## config.mk

```make
export PLATFORM = sky130hd
export DESIGN_NAME = seg_scan_decoder
export DESIGN_NICKNAME = d
export VERILOG_FILES = /design/src/rtl/seg_scan_decoder.sv
export SDC_FILE = /design/constraint.sdc
export NUM_CORES = 1
export LEC_CHECK = 0
export BUFFER_PORTS_ARGS = -buffer_cell sky130_fd_sc_hd__buf_2
export CORE_MARGIN = 2
export CORE_UTILIZATION = 50
export DETAILED_ROUTE_END_ITERATION = 8
export GPL_TIMING_DRIVEN = 1
export PLACE_DENSITY_LB_ADDON = 0.25
export SYNTH_ARGS = -nofsm -noshare
export SYNTH_HDL_FRONTEND = slang
export SYNTH_SLANG_ARGS = --single-unit
```

## constraint.sdc

```tcl
create_clock -name clk -period 3.2 [get_ports clk]
set_clock_uncertainty 0.05 [all_clocks]
set_input_delay 0.64 -clock clk [delete_from_list [all_inputs] [get_ports clk]]
set_output_delay 0.64 -clock clk [all_outputs]
set_load 0.005 [all_outputs]
```

## src/rtl/seg_scan_decoder.sv

```systemverilog
// Monitor for a multiplexed 8-digit active-low 7-segment bus: synchronizes the pins,
// waits for a stable dwell per digit, decodes it, and publishes complete frames.
module seg_scan_decoder #(
    parameter int          STABLE_CYC  = 16,
    parameter logic [7:0]  DIGIT_MASK  = 8'hFF,
    parameter int          TIMEOUT_CYC = 1_000_000
) (
    input  logic        clk,
    input  logic        rst,
    input  logic [7:0]  an,
    input  logic [7:0]  cn,
    output logic [31:0] digits,
    output logic        frame_valid,
    output logic        bad_code,
    output logic        stale
);

    localparam int CNT_W = $clog2(STABLE_CYC + 1);
    localparam int TO_W  = $clog2(TIMEOUT_CYC + 1);
    localparam logic [CNT_W-1:0] CNT_LAST = CNT_W'(STABLE_CYC - 1);
    localparam logic [CNT_W-1:0] CNT_FULL = CNT_W'(STABLE_CYC);
    localparam logic [TO_W-1:0]  TO_MAX   = TO_W'(TIMEOUT_CYC);

    typedef enum logic [1:0] {
        ST_IDLE   = 2'd0,
        ST_SETTLE = 2'd1,
        ST_HELD   = 2'd2
    } state_t;

    logic [7:0]       r_an_meta;
    logic [7:0]       r_an_sync;
    logic [7:0]       r_cn_meta;
    logic [7:0]       r_cn_sync;
    logic [15:0]      r_prev;
    state_t           r_state;
    state_t           w_state_nxt;
    logic [CNT_W-1:0] r_cnt;
    logic [CNT_W-1:0] w_cnt_nxt;
    logic             w_capture;
    logic [TO_W-1:0]  r_to_cnt;
    logic [3:0]       r_shadow [8];
    logic [7:0]       r_seen;
    logic [7:0]       w_seen_nxt;
    logic             w_complete;
    logic [31:0]      w_frame;
    logic             w_an_valid;
    logic             w_same;
    logic [2:0]       w_idx;
    logic [3:0]       w_dec;
    logic             w_dec_bad;

    // Exactly one low bit in an active-low one-hot select.
    function automatic logic onehot_low(input logic [7:0] v);
        logic [7:0] inv;
        inv = ~v;
        return (inv != 8'h00) && ((inv & (inv - 8'h01)) == 8'h00);
    endfunction

    function automatic logic [2:0] low_index(input logic [7:0] v);
        logic [2:0] idx;
        idx = 3'd0;
        for (int i = 0; i < 8; i++) begin
            if (!v[i]) begin
                idx = 3'(i);
            end else begin
                idx = idx;
            end
        end
        return idx;
    endfunction

    // Returns {bad, value}; segments a..g are active-low.
    function automatic logic [4:0] seg_decode(input logic [6:0] seg);
        logic [4:0] res;
        case (seg)
            7'b0000001: res = {1'b0, 4'h0};
            7'b1001111: res = {1'b0, 4'h1};
            7'b0010010: res = {1'b0, 4'h2};
            7'b0000110: res = {1'b0, 4'h3};
            7'b1001100: res = {1'b0, 4'h4};
            7'b0100100: res = {1'b0, 4'h5};
            7'b0100000: res = {1'b0, 4'h6};
            7'b0001101: res = {1'b0, 4'h7};
            7'b0000000: res = {1'b0, 4'h8};
            7'b0000100: res = {1'b0, 4'h9};
            7'b1111111: res = {1'b0, 4'hE};
            default:    res = {1'b1, 4'hF};
        endcase
        return res;
    endfunction

    assign w_an_valid           = onehot_low(r_an_sync);
    assign w_same               = ({r_an_sync, r_cn_sync} == r_prev);
    assign w_idx                = low_index(r_an_sync);
    assign {w_dec_bad, w_dec}   = seg_decode(r_cn_sync[7:1]);
    assign w_seen_nxt           = r_seen | (8'b0000_0001 << w_idx);
    assign w_complete           = ((w_seen_nxt & DIGIT_MASK) == DIGIT_MASK);

    // Two-flop synchronizers plus the previous-sample register used for stability.
    always_ff @(posedge clk) begin
        if (!rst) begin
            r_an_meta <= 8'hFF;
            r_an_sync <= 8'hFF;
            r_cn_meta <= 8'hFF;
            r_cn_sync <= 8'hFF;
            r_prev    <= 16'hFFFF;
        end else begin
            r_an_meta <= an;
            r_an_sync <= r_an_meta;
            r_cn_meta <= cn;
            r_cn_sync <= r_cn_meta;
            r_prev    <= {r_an_sync, r_cn_sync};
        end
    end

    // Dwell FSM state register.
    always_ff @(posedge clk) begin
        if (!rst) begin
            r_state <= ST_IDLE;
            r_cnt   <= {CNT_W{1'b0}};
        end else begin
            r_state <= w_state_nxt;
            r_cnt   <= w_cnt_nxt;
        end
    end

    // Dwell FSM next state: one capture per stable dwell, ghosts restart the count.
    always_comb begin
        w_state_nxt = r_state;
        w_cnt_nxt   = r_cnt;
        w_capture   = 1'b0;
        case (r_state)
            ST_IDLE: begin
                if (w_an_valid) begin
                    w_state_nxt = ST_SETTLE;
                    w_cnt_nxt   = CNT_W'(1);
                end else begin
                    w_cnt_nxt   = {CNT_W{1'b0}};
                end
            end
            ST_SETTLE: begin
                if (w_same && (r_cnt == CNT_LAST)) begin
                    w_capture   = 1'b1;
                    w_state_nxt = ST_HELD;
                    w_cnt_nxt   = CNT_FULL;
                end else if (w_same) begin
                    w_cnt_nxt   = r_cnt + CNT_W'(1);
                end else if (w_an_valid) begin
                    w_cnt_nxt   = CNT_W'(1);
                end else begin
                    w_state_nxt = ST_IDLE;
                    w_cnt_nxt   = {CNT_W{1'b0}};
                end
            end
            ST_HELD: begin
                if (w_same) begin
                    w_state_nxt = ST_HELD;
                end else if (w_an_valid) begin
                    w_state_nxt = ST_SETTLE;
                    w_cnt_nxt   = CNT_W'(1);
                end else begin
                    w_state_nxt = ST_IDLE;
                    w_cnt_nxt   = {CNT_W{1'b0}};
                end
            end
            default: begin
                w_state_nxt = ST_IDLE;
                w_cnt_nxt   = {CNT_W{1'b0}};
            end
        endcase
    end

    // Frame image: the just-captured value bypasses the shadow, unmasked digits read blank.
    always_comb begin
        w_frame = 32'hEEEE_EEEE;
        for (int i = 0; i < 8; i++) begin
            if (!DIGIT_MASK[i]) begin
                w_frame[4*i +: 4] = 4'hE;
            end else if (3'(i) == w_idx) begin
                w_frame[4*i +: 4] = w_dec;
            end else begin
                w_frame[4*i +: 4] = r_shadow[i];
            end
        end
    end

    // Capture, frame publication and staleness timeout.
    always_ff @(posedge clk) begin
        if (!rst) begin
            digits      <= 32'hEEEE_EEEE;
            frame_valid <= 1'b0;
            bad_code    <= 1'b0;
            stale       <= 1'b1;
            r_seen      <= 8'h00;
            r_to_cnt    <= {TO_W{1'b0}};
            for (int i = 0; i < 8; i++) begin
                r_shadow[i] <= 4'hE;
            end
        end else begin
            frame_valid <= 1'b0;
            bad_code    <= 1'b0;
            if (w_capture) begin
                r_shadow[w_idx] <= w_dec;
                bad_code        <= w_dec_bad;
                r_to_cnt        <= {TO_W{1'b0}};
                if (w_complete) begin
                    digits      <= w_frame;
                    frame_valid <= 1'b1;
                    stale       <= 1'b0;
                    r_seen      <= 8'h00;
                end else begin
                    r_seen      <= w_seen_nxt;
                end
            end else if (r_to_cnt != TO_MAX) begin
                r_to_cnt <= r_to_cnt + TO_W'(1);
                if (r_to_cnt == (TO_MAX - TO_W'(1))) begin
                    stale  <= 1'b1;
                    r_seen <= 8'h00;
                end
            end
        end
    end

endmodule

```

Yosys cells after proc, flatten, opt, wreduce, memory -nomap -nowiden:

Memory sizes are Yosys's and may differ from the RTL's. A register that Yosys moved wholly into a read port is not among the register bits.
Index checks and enable logic that the tools add are counted.

* add/sub/neg operators: 3
* bitwise operators: 4
* multiplexer cells: 38
* reduce and logical (&&, ||, !) cells: 23
* equal/unequal tests: 22
* shift operators: 1

Operators with widths (count)
* 5-bit case mux with 11 select lines: 1
* 8-bit 2-to-1 mux: 4
* 7-bit equality test, second input constant: 3
* 3-bit 2-to-1 mux: 7
* 20-bit by 1-bit adder with 20-bit output, second input constant: 1
* 20-bit equality test, second input constant: 1
* 20-bit != test, second input constant: 1
* 16-bit equality test: 1
* 1-bit 2-to-1 mux: 15
* 5-bit 2-to-1 mux: 3
* 5-bit case mux with 3 select lines: 1
* 7-bit by 3-bit equality test with 1-bit output, second input constant: 2
* 7-bit by 6-bit equality test with 1-bit output, second input constant: 2
* 2-bit 2-to-1 mux: 5
* 8-bit AND: 1
* 8-bit equality test, second input constant: 1
* 1-bit zero test: 8
* 8-bit zero test: 1
* 8-bit NOT: 1
* 8-bit OR: 1
* 8-bit nonzero test: 1
* 1-bit by 3-bit left shift with 8-bit output, first input constant: 1
* 8-bit by 1-bit subtractor with 8-bit output, second input constant: 1
* 7-bit by 1-bit equality test with 1-bit output, second input constant: 1
* 20 further kinds: 27

* RAM bits: 32
* memories: 1
* word-level logic and storage cells: 104
* register bits: 86
* output and inout bits: 35
* input port bits: 18

Memory list
* r_shadow: depth 8, width 4, rd ports 8, clocked after Yosys merged registers in 8, write ports 8, RTL line 41 `logic [3:0] r_shadow [8];`

Longest topological paths before layout:

Gate-level depths: netlist of the first run.

* depth after elaboration: 12
* gate-level depth with buffers: 10
* gate-level depth less buffers: 9

Worst setup path after synthesis of the first run:

OpenSTA, ideal clock, no wires.

* path type: register to register
* start point: register r_cnt[0]
* end point: memory r_shadow[1][3], data pin
* buffers on the path: 2
* data required time: 2.874 ns
* period minus slack after synthesis: 2.295 ns
* stages on the path, launching flop included: 10
* library setup time: 0.276 ns
* path slack: 0.905 ns
* arrival: 1.969 ns
* path through: dfxtp_1 ha_1 and3_1 ha_1 and3_1 clkbuf_1 clkbuf_1 nand2_1 nor3_1 nand3_1

RTL lines
* start, declared: RTL line 37 `logic [CNT_W-1:0] r_cnt;`
* start signal, assigned: RTL line 120 `r_cnt <= {CNT_W{1'b0}};`
* start signal, assigned: RTL line 123 `r_cnt <= w_cnt_nxt;`
* end, declared: RTL line 41

Worst setup path after layout of the first run:

* start point: register r_an_sync[7]
* end point: register r_to_cnt[6]

* longest elaborated chain between the ends: 5

Ends and longest elaborated chain
* start, declared: RTL line 31 `logic [7:0] r_an_sync;`
* start signal, assigned: RTL line 109 `r_an_sync <= r_an_meta;`
* 16-bit equality test: RTL line 93 `assign w_same = ({r_an_sync, r_cn_sync} == r_prev);`
* 1-bit logical AND: RTL line 142 `if (w_same && (r_cnt == CNT_LAST)) begin`
* 1-bit 2-to-1 mux: RTL line 142
* 1-bit 2-to-1 mux: RTL line 132 `case (r_state)`
* 2-bit OR reduction (no source line)
* end signal, assigned: RTL line 195 `r_to_cnt <= {TO_W{1'b0}};`
* end signal, assigned: RTL line 205 `r_to_cnt <= {TO_W{1'b0}};`
* end signal, assigned: RTL line 215 `r_to_cnt <= r_to_cnt + TO_W'(1);`
* end, declared: RTL line 40 `logic [TO_W-1:0] r_to_cnt;`

No other way between the ends.
A chain may end at the register's enable or synchronous reset.

==> summary.md, run 1 <==
| Metric | Value |
|---|---|
| Port-buffer cells | 52 |
| Initial drt markers | 408 |
| Num CTS Buffers | 17 |
| Final setup vio count | 0 |
| DRT Pass-1 Iters | 5 |
| Setup Crit Path Kind | flip-flop to flip-flop |
| Yosys reg bits | 150 |
| Yosys cell types | 66 |
| Largest net degree at the start of global routing | 89 |
| Relative slew margins | 0.553 |
| Die span in x | 119 µm |
| Dpl cell area | 7020 µm² |
| RePlAce Congestion | 0.848 |
| DR vias | 5328 |
| Max_cap viols | 0 |
| Final worst setup slack | 391 ps |
| Avg Synthesized Cell Area | 9.46 µm² |
| Outcome | finished, final reports clean |
| Mapped cell area | 6650 µm² |
| Clock transition at path regs | 60 ps |
| NumNets Final | 760 |
| Final min period | 2810 ps |
| Setup crit start kind | flip-flop |
| IO Count | 53 |
| Total track usage | 0.221 |
| Vias/cell | 5.75 |
| Initial antenna violation count | 0 |
| Design Area, Final | 7610 µm² |
| Vias in the first global route | 5001 |
| Yosys warns | 0 |
| Number of fill cells | 1140 |
| Final TNS setup | 0 ps |
| Num rows | 42 |
| CP required | 3440 ps |
| Post-Syn Nets | 725 |
| LEAKAGE | 2.78 nW |
| Layout cells sized above 1 | 0.166 |
| Layout area overhead | 14.5% |
| CTS Hold Bufs | 0 |
| Commonest non-fill, non-tap cells in the layout | dfxtp_1, nand2_1, nor2_1, nand3_1, buf_2 |
| Power Density | 558 nW/µm² |
| CTS tree | yes |
| Clk_lat worst skew | 430 ps |
| RSZ-0062 raised after global routing | no |
| Seq/Total Area, Yosys | 0.500 |
| Post-synth EDFFs | 32 |
| Period utilization | 0.878 |
| Post-synthesis cell count | 703 |
| Post-synthesis async set-or-reset flop share | 0 |
| First-pass GRT wire length | 24700 µm |
| Max Clock Freq | 356 MHz |
| Gr ovfl total | 0 |
| Measured slew at the worst slew-check pin | 668 ps |
| Commonest non-fill, non-tap cell in the layout | dfxtp_1 |
| Crit path max fanout | 20 |
| Die area | 14200 µm² |
| Pre-CTS setup slack | 433 ps |
| Arr. time, crit path | 3050 ps |
| CTS H-tree lvls | 4 |
| Max Buffers Root-to-Sink | 2 |
| CP Capture Type | flip-flop |
| Routed Antenna Nets | 0 |
| Post_cts resized | 0 |
| CTS sink count | 150 |
| Root Buffer | clkbuf_16 |
| Post CTS Setup Buffer Count | 0 |
| Core ar. | 13100 µm² |
| Max VDD drop | 0.493 mV |
| Fin. Hold Viols | 0 |
| Final wirelength | 15300 µm |
| Min-Delay Path Class | input port to flip-flop |
| HPWL after DPL | 10400 µm |
| Initial Util | 0.506 |
| Number of inserted diodes | 0 |
| Most used flip-flop cell after synthesis | dfxtp_1 |
| DR WL/cell | 16.5 µm |
| Die H | 119 µm |
| DRC | 0 |
| Pins Over Slew Limit | 0 |
[path summary, 6_finish.rpt]
kind           startpoint            to  slack [ps]  depth (start not counted)
max          r_an_sync[7]   r_to_cnt[6]         390                          6
min                 cn[4]  r_cn_meta[4]         330                          2
max reg2reg  r_an_sync[7]   r_to_cnt[6]         390                          6
min reg2reg  r_an_meta[1]  r_an_sync[1]         350                          1
[metal layers]
| layer | vias up | routed length, µm | GRT usage |
|---|---|---|---|
| met5 | - | 0 | 0 |
| met2 | 168 | 7390 | 0.360 |
| met3 | 27 | 877 | 0.0603 |
| met4 | 0 | 297 | 0.0662 |
| met1 | 2540 | 6730 | 0.288 |
| li1 | 2593 | - | - |
[critical path, cell delays in order, from the launching register on]
cell and delay, ps:
dfxtp_1 680, xor2_1 150, nor4_2 310, and4_1 330, nand3_1 360, nand2_1 660
nor2_1 120
[power breakdown]
| group | switching (mW) | internal (mW) |
|---|---|---|
| clock network | 0.840 | 1.17 |
| logic | 0.130 | 0.0872 |
| registers | 0.0398 | 1.98 |
| total | 1.01 | 3.23 |
[area by class of cell]
class,instances,area (µm²),area share
Inverter,10,37.5,0.00493
Multi-Input combinational cell,491,3050,0.400
Clock inverter,15,166,0.0219
Sequential cell,150,3320,0.437
Clock buffer,17,425,0.0559
Timing Repair Buffer,68,393,0.0516
Tap cell,176,220,0.0289
[state kept, by name (all words and copies together) (netlist names), 2 cells and up]
register	count
r_to_cnt	20
r_state	2
r_cn_sync	8
r_an_sync	8
r_cn_meta	8
r_seen	8
r_shadow	32
r_cnt	5
r_prev	16
r_an_meta	8
digits	32
[metrics by stage]
stage / utilization / std cells / hold WS (ps) / power [mW]
floorplan: - / 703 / 336 / 2.21
global placement: 0.534 / 895 / 341 / 2.27
detailed placement: 0.534 / 895 / 342 / 2.27
CTS: 0.579 / 927 / 321 / 4.28
global route: 0.579 / 927 / 324 / 4.41
finish: 0.579 / 927 / 333 / 4.24
[cells by family (layout without fill, tap and decap cells)]
logic type               after synthesis  count (layout)  synth area share
adder cells (fa/ha/maj)                4               4           0.00753
AO/OA/AOI/OAI                        140             140             0.149
multiplexers                           7               7            0.0120
flip-flops                           150             150             0.500
AND/OR/NAND/NOR                      305             305             0.244
buffers and inverters                 62             110            0.0420
XOR/XNOR                              35              35            0.0461
[synthesized netlist by cell type, types with 3 or more instances]
cell type	number	area share
nand4_1	7	0.0066
xnor2_1	7	0.0092
and3b_1	3	0.0040
o2bb2ai_1	8	0.011
o21ai_0	38	0.029
xor2_1	28	0.037
mux2_2	4	0.0068
a31o_2	8	0.011
buf_2	16	0.012
and4b_1	4	0.0060
ha_1	4	0.0075
edfxtp_1	32	0.14
nor2_1	60	0.034
nor3_1	12	0.0090
nand2b_1	51	0.048
and3_1	13	0.012
nor2b_1	5	0.0047
or3_1	7	0.0066
o2111ai_1	24	0.032
a21oi_1	16	0.012
o21a_1	3	0.0034
o21bai_1	13	0.015
nand4b_1	3	0.0040
o21ai_1	3	0.0023
nor4_2	4	0.0075
o31ai_1	4	0.0045
nand3_1	54	0.041
clkbuf_1	31	0.018
nor4b_1	4	0.0053
nand2_1	62	0.035
a32oi_1	3	0.0040
buf_4	3	0.0034
inv_1	10	0.0056
dfxtp_1	118	0.36
(Power assumes the default switching activity.)
==> inputs of run 2 (changes only) <==
==> constraint.sdc (replaced) <==
create_clock -name clk -period 3.2 [get_ports clk]
set_clock_uncertainty 0.05 [all_clocks]
set_input_delay 0.16 -clock clk [delete_from_list [all_inputs] [get_ports clk]]
set_output_delay 0.16 -clock clk [all_outputs]
set_load 0.005 [all_outputs]
==> summary.md, run 2 (synthesis results as in run 1) <==
| Metric | Value |
|---|---|
| Outcome | finished, final reports clean |
| Initial Util | 0.506 |
| Hold_sp | rst |
| Gr ovfl total | 0 |
| Worst path most repeated cell | buf_4 |
| Placed Cells | 894 |
| Crit path max fanout | 24 |
| CTS sink count | 150 |
| RSZ-0062 raised after global routing | no |
| Power Density | 555 nW/µm² |
| Final setup vio count | 0 |
| Worst R2R Path Depth | 8 |
| Max_cap viols | 0 |
| Final wirelength | 15500 µm |
| Measured slew at the worst slew-check pin | 666 ps |
| Core Util, Final | 0.592 |
| Setup crit start kind | flip-flop |
| Layout cells sized above 1 | 0.162 |
| Min-Delay Path Class | input port to flip-flop |
| Port-buffer cells | 52 |
| Vias/cell | 5.73 |
| CTS H-tree lvls | 4 |
| DR vias | 5400 |
| IO Count | 53 |
| Largest net degree at the start of global routing | 68 |
| Hold Path Depth | 2 |
| Period utilization | 0.831 |
| NumNets Final | 775 |
| CP required | 3510 ps |
| Crit path buf inv count | 2 |
| Setup Crit Path Kind | flip-flop to flip-flop |
| Clk_lat worst skew | 430 ps |
| Post_cts resized | 0 |
| CP max stage delay | 650 ps |
| R2r setup slk | 540 ps |
| DRT Pass-1 Iters | 6 |
| Die H | 119 µm |
| Routed Antenna Nets | 0 |
| CP top delay family | simple AND/OR/NAND/NOR gates |
| WHS Endpoint | digits[19] |
| Worst-path cell chain | xor2_1, nor4_2, and4_1, buf_4, and4b_1, buf_4, o2111ai_1, nand3_1 |
| Final TNS setup | 0 ps |
| Reg area | 3320 µm² |
| Die area | 14200 µm² |
| Fin. Hold Viols | 0 |
| Die span in x | 119 µm |
| First-pass GRT wire length | 25600 µm |
| HPWL after DPL | 10500 µm |
| CTS tree | yes |
| Final Non-Filler Cells | 942 |
| Initial antenna violation count | 0 |
| Overall Power | 4.31 mW |
| Commonest non-fill, non-tap cell in the layout | dfxtp_1 |
| Vias in the first global route | 5057 |
| Relative slew margins | 0.555 |
| Arr. time, crit path | 2970 ps |
| Pre-CTS setup slack | 544 ps |
| Total track usage | 0.229 |
| Max Clock Freq | 376 MHz |
| Pins Over Slew Limit | 0 |
| DRC | 0 |
| Area occupied by multi-input gates | 3050 µm² |
| CP max stage cell | dfxtp_1 |
| Reg2reg start | r_an_sync[7] |
| Num rows | 42 |
| Top flop regs | digits (32), r_shadow (32), r_to_cnt (20) |
| Core ar. | 13100 µm² |
| Final worst setup slack | 540 ps |
| Final min period | 2660 ps |
| Root Buffer | clkbuf_16 |
| Clock transition at path regs | 60 ps |
| Number of fill cells | 1129 |
| Max VDD drop | 0.443 mV |
| Initial drt markers | 328 |
| LEAKAGE | 2.84 nW |
| Number of inserted diodes | 0 |
| Num CTS Buffers | 17 |
| Reg-to-Reg End | digits[5] |
| Max Buffers Root-to-Sink | 2 |
| CP Capture Type | flip-flop |
| RePlAce Congestion | 0.869 |
| Layout area overhead | 16.9% |
| Commonest non-fill, non-tap cells in the layout | dfxtp_1, nand2_1, nor2_1, nand3_1, buf_2 |
| DR WL/cell | 16.5 µm |
run 2: power breakdown:
group | switching [mW] | total [mW] | internal, mW
Sequential | 0.0394 | 2.02 | 1.98
Clock | 0.806 | 2.06 | 1.25
Combinational | 0.134 | 0.232 | 0.0982
Total | 0.979 | 4.31 | 3.33
run 2: what timing repair did:
| item | CTS | global route |
|---|---|---|
| buffers inserted | 0 | 0 |
| hold buffers | 16 | 0 |
| endpoints found under the hold margin | 16 | 0 |
run 2: metal layers:
layer / global-route usage / wire length, µm
met1: 0.297 / 6940
met2: 0.367 / 7340
met3: 0.0594 / 837
met4: 0.0882 / 423
met5: 0 / 0
run 2: worst register-to-register path, stage by stage, from the launching register on:
cell       delay (ps)
dfxtp_1           650
xor2_1            160
nor4_2            300
and4_1            280
buf_4             280
and4b_1           230
buf_4             270
o2111ai_1         250
nand3_1           130
run 2: through the flow:
step / hold slack [ps] / cell area (µm²)
2_1_floorplan: 211 / 6650
3_3_place_gp: 289 / 7000
3_5_place_dp: 294 / 7000
4_1_cts: 141 / 7770
5_1_grt: 184 / 7770
6_report: 152 / 7770
run 2: worst max-delay path by stage:
stage	from	endpoint	slack, ps	cells after the start
final	r_an_sync[7]	digits[5]	540	8
after global routing	r_an_sync[7]	r_shadow[4][3]	250	7
after CTS	r_an_sync[7]	r_shadow[3][3]	540	7
after detailed placement	r_an_sync[7]	r_shadow[3][3]	540	7
after global placement	r_cn_sync[7]	r_to_cnt[13]	620	6
after floorplan	r_cnt[0]	r_shadow[1][3]	910	9
run 2: final cells by class:
class	instances	area share
Timing Repair Buffer	83	0.0686
Clock buffer	18	0.0565
Multi-Input combinational cell	491	0.392
Inverter	10	0.00483
Tap cell	176	0.0283
Clock inverter	14	0.0222
Sequential cell	150	0.428
